**src/rtl/dmem_arbiter_pkg.sv**
```systemverilog
// Shared definitions for the data-memory arbiter: master encodings and
// the burst counter width helper.
package dmem_arbiter_pkg;

    localparam logic M_CPU = 1'b0;
    localparam logic M_IO  = 1'b1;

    // Enough bits to hold the values 0..max_burst inclusive.
    function automatic int unsigned burst_cnt_width(input int unsigned max_burst);
        return (max_burst < 1) ? 1 : $clog2(max_burst + 1);
    endfunction

endpackage

```
**src/rtl/dmem_arbiter.sv**
```systemverilog
// Round-robin arbiter sharing the single-port data memory between the CPU
// and one I/O master, with a bounded I/O burst lock.
module dmem_arbiter
    import dmem_arbiter_pkg::*;
#(
    parameter int unsigned AW        = 8,
    parameter int unsigned DW        = 8,
    parameter int unsigned MAX_BURST = 4
) (
    input  logic          clk,
    input  logic          reset_n,
    input  logic          cpu_req,
    input  logic          cpu_we,
    input  logic [AW-1:0] cpu_addr,
    input  logic [DW-1:0] cpu_wdata,
    output logic [DW-1:0] cpu_rdata,
    output logic          cpu_stall,
    input  logic          io_req,
    input  logic          io_we,
    input  logic          io_lock,
    input  logic [AW-1:0] io_addr,
    input  logic [DW-1:0] io_wdata,
    output logic [DW-1:0] io_rdata,
    output logic          io_ack,
    output logic          mem_we,
    output logic [AW-1:0] mem_addr,
    output logic [DW-1:0] mem_wdata,
    input  logic [DW-1:0] mem_rdata
);

    localparam int unsigned CW = burst_cnt_width(MAX_BURST);
    localparam logic [CW-1:0] MAX_CNT = CW'(MAX_BURST);

    logic          last_win_q, last_win_d;
    logic          locked_q, locked_d;
    logic [CW-1:0] burst_cnt_q, burst_cnt_d;
    logic          gnt_cpu, gnt_io;

    always_comb begin
        gnt_cpu = 1'b0;
        gnt_io  = 1'b0;
        if (cpu_req && io_req) begin
            if (locked_q) begin
                // A locked burst may starve the CPU for at most MAX_BURST grants.
                if (burst_cnt_q < MAX_CNT) gnt_io = 1'b1;
                else                       gnt_cpu = 1'b1;
            end else if (last_win_q == M_IO) begin
                gnt_cpu = 1'b1;
            end else begin
                gnt_io = 1'b1;
            end
        end else begin
            gnt_cpu = cpu_req;
            gnt_io  = io_req;
        end
    end

    always_comb begin
        cpu_stall = cpu_req & ~gnt_cpu;
        io_ack    = gnt_io;
        mem_we    = (gnt_cpu & cpu_we) | (gnt_io & io_we);
        mem_addr  = gnt_io ? io_addr : cpu_addr;
        mem_wdata = gnt_io ? io_wdata : cpu_wdata;
        cpu_rdata = mem_rdata;
        io_rdata  = mem_rdata;
    end

    always_comb begin
        last_win_d  = last_win_q;
        locked_d    = gnt_io & io_lock;
        burst_cnt_d = burst_cnt_q;
        if (gnt_cpu)     last_win_d = M_CPU;
        else if (gnt_io) last_win_d = M_IO;
        if (gnt_io && locked_q && cpu_req) begin
            if (burst_cnt_q < MAX_CNT) burst_cnt_d = burst_cnt_q + 1'b1;
        end else if (gnt_cpu || !locked_q) begin
            burst_cnt_d = '0;
        end
    end

    always_ff @(posedge clk or negedge reset_n) begin
        if (!reset_n) begin
            last_win_q  <= M_IO;
            locked_q    <= 1'b0;
            burst_cnt_q <= '0;
        end else begin
            last_win_q  <= last_win_d;
            locked_q    <= locked_d;
            burst_cnt_q <= burst_cnt_d;
        end
    end

endmodule

```
**config.mk**
```make
export PLATFORM = sky130hd
export DESIGN_NAME = dmem_arbiter
export DESIGN_NICKNAME = d
export VERILOG_FILES = /design/src/rtl/dmem_arbiter_pkg.sv /design/src/rtl/dmem_arbiter.sv
export SDC_FILE = /design/constraint.sdc
export NUM_CORES = 1
export LEC_CHECK = 0
export CORE_MARGIN = 2
export CORE_UTILIZATION = 26
export CTS_CLUSTER_DIAMETER = 150
export DETAILED_ROUTE_END_ITERATION = 10
export PLACE_DENSITY = 0.91
export SLEW_MARGIN = 20
export SYNTH_ARGS = -nofsm -noshare
export SYNTH_HDL_FRONTEND = slang
export SYNTH_SLANG_ARGS = --single-unit
```
**constraint.sdc**
```tcl
create_clock -name clk -period 5.4 [get_ports clk]
set_clock_uncertainty 0.2 [all_clocks]
set_input_delay 0.81 -clock clk [delete_from_list [all_inputs] [get_ports clk]]
set_output_delay 0.81 -clock clk [all_outputs]
set_load 0.005 [all_outputs]
```
Word-level counts from Yosys, hierarchy flattened
Cells that the tools add are included.
W data, S select, Z words.
{"block": "op_classes", "n_addsub": 1, "n_mul": 0, "div_mod_pow": 0, "order_cmp": 1, "n_eq_ne": 1, "shift": 0, "muxes": 15, "n_bitwise": 6, "n_reduce_logical": 8}
{"op": "$mux W8", "n": 2}
{"op": "$mux W1", "n": 10}
{"op": "$mux W3", "n": 3}
{"op": "$and A1 B1 Y1", "n": 4}
{"op": "$reduce_bool A2 Y1", "n": 2}
{"op": "$add A3 B1 Y3 const B", "n": 1}
{"op": "$logic_and A1 B1 Y1", "n": 3}
{"op": "$lt A3 B3 Y1 const B", "n": 1}
{"op": "$ne A2 B1 Y1 const B", "n": 1}
{"op": "$reduce_and A2 Y1", "n": 1}
{"op": "$logic_not A1 Y1", "n": 1}
{"op": "$logic_or A1 B1 Y1", "n": 1}
{"op": "$not A1 Y1", "n": 1}
{"op": "$or A1 B1 Y1", "n": 1}
{"block": "totals", "ff_bits": 5, "latch_bits": 0, "ram_bits": 0, "rom_bits": 0, "in_bits": 47, "output_inout_bits": 35, "word_cells": 35, "n_memories": 0}

Logic depth before layout (Yosys ltp)
{"block": "logic_depth", "ltp_word": 8, "mapped_depth": 5, "ltp_nobuf": 4}

Worst setup path before layout
OpenSTA, ideal clock, no wires.
{"block": "synth_path", "kind": "input-to-output", "startpoint": "input cpu_req", "endpoint": "output mem_addr[0]", "arrival_ns": 1.648, "required_ns": 4.390, "path_slack_ns": 2.742, "cell_stages": 4, "cell_sequence": "inv_1 > o21ai_4 > buf_6 > mux2_2"}
{"block": "synth_between", "elab_chain_len": 3}
{"element": "start, declared", "line_no": "dmem_arbiter.sv:12", "rtl": "input logic cpu_req,"}
{"element": "$logic_and A1 B1 Y1", "line_no": "dmem_arbiter.sv:42", "rtl": "if (cpu_req && io_req) begin"}
{"element": "$mux W1", "line_no": "dmem_arbiter.sv:42"}
{"element": "$mux W8", "line_no": "dmem_arbiter.sv:62", "rtl": "mem_addr = gnt_io ? io_addr : cpu_addr;"}
{"element": "end, declared", "line_no": "dmem_arbiter.sv:26", "rtl": "output logic [AW-1:0] mem_addr,"}
Every way passes these cells.

Worst setup path in the final report
{"block": "layout_path", "startpoint": "input cpu_req", "endpoint": "output mem_wdata[7]"}
{"block": "layout_between", "elab_chain_len": 3}
{"element": "$logic_and A1 B1 Y1", "line_no": "dmem_arbiter.sv:42"}
{"element": "$mux W1", "line_no": "dmem_arbiter.sv:42"}
{"element": "$mux W8", "line_no": "dmem_arbiter.sv:63", "rtl": "mem_wdata = gnt_io ? io_wdata : cpu_wdata;"}
{"element": "end, declared", "line_no": "dmem_arbiter.sv:27", "rtl": "output logic [DW-1:0] mem_wdata,"}
Every way passes these cells.

==> impl_results.md <==
* Outcome: finished clean
* Final period utilization at 71.80%
* Synthesized Nets at 107
* CTS tree: built
* P per Cell Area at 151.8 nW/um^2
* Combinational power share at 49.7%
* Post-synthesis sequential area ratio at 21.35%
* Final hold vios at 0
* Global routing's busiest layer: met2
* Synth top area cells: mux2_2 32%, buf_4 20%, dfrtp_1 17%
* CP arrival at 2.87 ns
* Setup_tns at 0 ns
* Unrepaired setup endpoints after global routing: no
* Switch share at 23.23%
* DRT Pass-1 Iters at 4
* Initial antenna violation count at 0
* Drt drc at 0
* Layout cell share with drive strength beyond 1 at 24.27%
* Drt wl/cell at 13.27 um
* IO buf count at 57
* MaxCap Viol Count at 0
* Core area at 2191 sq um
* FF+latch area at 126.4 sq um
* Leakage power at 0.4276 nW
* Post-DP HPWL at 1528 um
* Setup-failing EPs final at 0
* Largest area contributor in the netlist: mux2_2
* Final Max Slew Viols at 0
* Crit. Startpoint: cpu_req
* Period minus WS final at 3.877 ns
* Met3 Track Usage GR at 4.598%
* Worst slew pin tran at 0.5319 ns
* Netlist cell types at 20
* Area of the die at 2674 sq um
* Final RePlAce weighted congestion at 0.7758
* Ant. Diodes at 0
* DIE HEIGHT at 51.71 um
* Area Overhead vs Synth at 84.57%
* Dpl cell area at 1066 sq um
* GR Overflow Total at 0
* Fillcell total at 206
* # clock sinks at 5
* Power Internal at 0.0001273 W
* Worst setup EP type: output pin
* H-tree level count at 1
* Clock-pin slew on the worst setup and hold paths at 0.04 ns
* Vias at 596
* Root buf cell: clkbuf_4
* Clock group share of total power at 25.5%
* Initial core utilization at 27.01%
* Flop pwr share at 24.8%
* Worst min-delay path class: flop to flop
* Cell Area, Synth at 591.8 sq um
* Setup crit start kind: primary input
* Drt total wl at 1738 um
* Post-Synthesis Cells at 59
* Post-route ant nets at 0
* Flops & latches, synth at 5
* Hold buffers post-CTS at 0
* CP Data Required Time at 4.39 ns
* Worst Setup Path Type: primary input to output pin
* Vias/cell at 4.550
* R2r startpoint: last_win_q
* Clk_lat worst skew at 0.24 ns
* Final layout net count at 152
* CP max FO at 17
* Number of synthesis warnings at 0
* P_sw at 0.00003853 W
* Postcts setup bufs at 0
* Clk buf depth at 2
* Final Power at 0.0001658 W
* GR Util met1 at 14.87%
* Relative slew slack at 64.41%
* Final instance area at 1092 sq um
* VDD IR-drop max at 65.05 uV
* CTS Buf Count at 3
* Met2 usage in global routing at 22.65%
* GRT Total Usage at 13.39%
* Largest net degree at the start of global routing at 18
* Number of gates resized after cts at 0
* Area occupied by multi-input gates at 326.6 sq um
* Vias in the first global route at 579
* # IOs at 82
* Die W at 51.71 um
* Syn_area_per_cell at 10.03 sq um
* Max Fclk at 257.9 MHz
* Top-area cell type share of the netlist area at 32.35%
* Initial DRC count at 1
* Row count at 17
* First-pass GRT wire length at 2497 um
* Hold path start: burst_cnt_q[1]
==> cell usage in the layout (no fill, tap or decap) <==
| cell type | count |
|---|---|
| o21a_1 | 1 |
| inv_2 | 1 |
| inv_1 | 1 |
| mux2i_1 | 1 |
| a21o_2 | 1 |
| a21boi_0 | 2 |
| ha_1 | 1 |
| clkbuf_4 | 3 |
| clkbuf_1 | 1 |
| nor2_1 | 1 |
| nand2_1 | 4 |
| nor2b_1 | 1 |
| a32o_1 | 1 |
| o21ai_4 | 1 |
| nand4b_1 | 2 |
| mux2_2 | 17 |
| dfrtp_1 | 4 |
| nor3_1 | 1 |
| clkdlybuf4s50_1 | 57 |
| and2_2 | 1 |
| dfstp_2 | 1 |
==> final timing paths <==
| check | endpoint | slack (ns) | cells after the start |
|---|---|---|---|
| min in group asynchronous | burst_cnt_q[2] | 0.59 | 1 |
| setup / recovery | mem_wdata[7] | 1.52 | 5 |
| hold / removal | burst_cnt_q[1] | 0.35 | 2 |
| hold reg to reg | burst_cnt_q[1] | 0.35 | 2 |
| setup reg to reg | locked_q | 3.65 | 4 |
| max in group asynchronous | last_win_q | 4.16 | 1 |
==> synth_stat cells, drive strengths merged <==
cell / n
nor2b: 1
and2: 1
buf: 17
dfstp: 1
mux2: 17
a21boi: 2
o21a: 1
dfrtp: 4
nand2: 4
a32o: 1
nor2: 1
nor3: 1
inv: 2
nand4b: 2
a21o: 1
ha: 1
mux2i: 1
o21ai: 1
==> layout make-up <==
cell class | count | area share [%]
clock buffer | 4 | 2.405
timing repair buffer | 57 | 52.23
sequential | 5 | 11.57
multi-input combinational | 35 | 29.90
tap | 28 | 3.207
inverter | 2 | 0.6873
==> registers in the layout (all words and copies together), names as in the netlist <==
register	flops
locked_q	1
burst_cnt_q	3
last_win_q	1
==> per-layer routing <==
metal	part of all wire, %	routed length, um
met5	0	0
met4	0.69	12
met3	10	176
met2	55	949
met1	34	599
==> cell families after synthesis <==
kind of cell    after synthesis  synth area share (%)
fa+ha+maj                     1                 2.114
buf+inv                      19                 23.47
simple gates                 10                 9.302
mux                          18                 34.04
compound gates                6                 9.726
flops                         5                 21.35
==> critical path, cell delays in order <==
cell and delay (ns):
clkdlybuf4s50_1 0.57, inv_1 0.14, o21ai_4 0.48, mux2_2 0.40, clkdlybuf4s50_1 0.46
==> through the flow <==
step	utilization, %	hold WS (ns)	worst slack [ns]	instances
after floorplan	-	0.3144	2.742	59
after global placement	48.66	0.3462	1.573	127
after detailed placement	48.66	0.3542	1.521	127
after CTS	49.86	0.3603	1.504	131
after global routing	49.86	0.3928	1.403	131
final	49.86	0.3529	1.523	131
==> power groups by stage <==
stage          clock network, W  registers (W)  logic [W]
2_1_floorplan                 0      0.0000413  0.0000367
3_3_place_gp                  0      0.0000416  0.0000817
3_5_place_dp                  0      0.0000417  0.0000827
4_1_cts               0.0000442      0.0000412  0.0000837
5_1_grt               0.0000479      0.0000415  0.0000880
6_report              0.0000423      0.0000412  0.0000824
(Power assumes the default switching activity.)
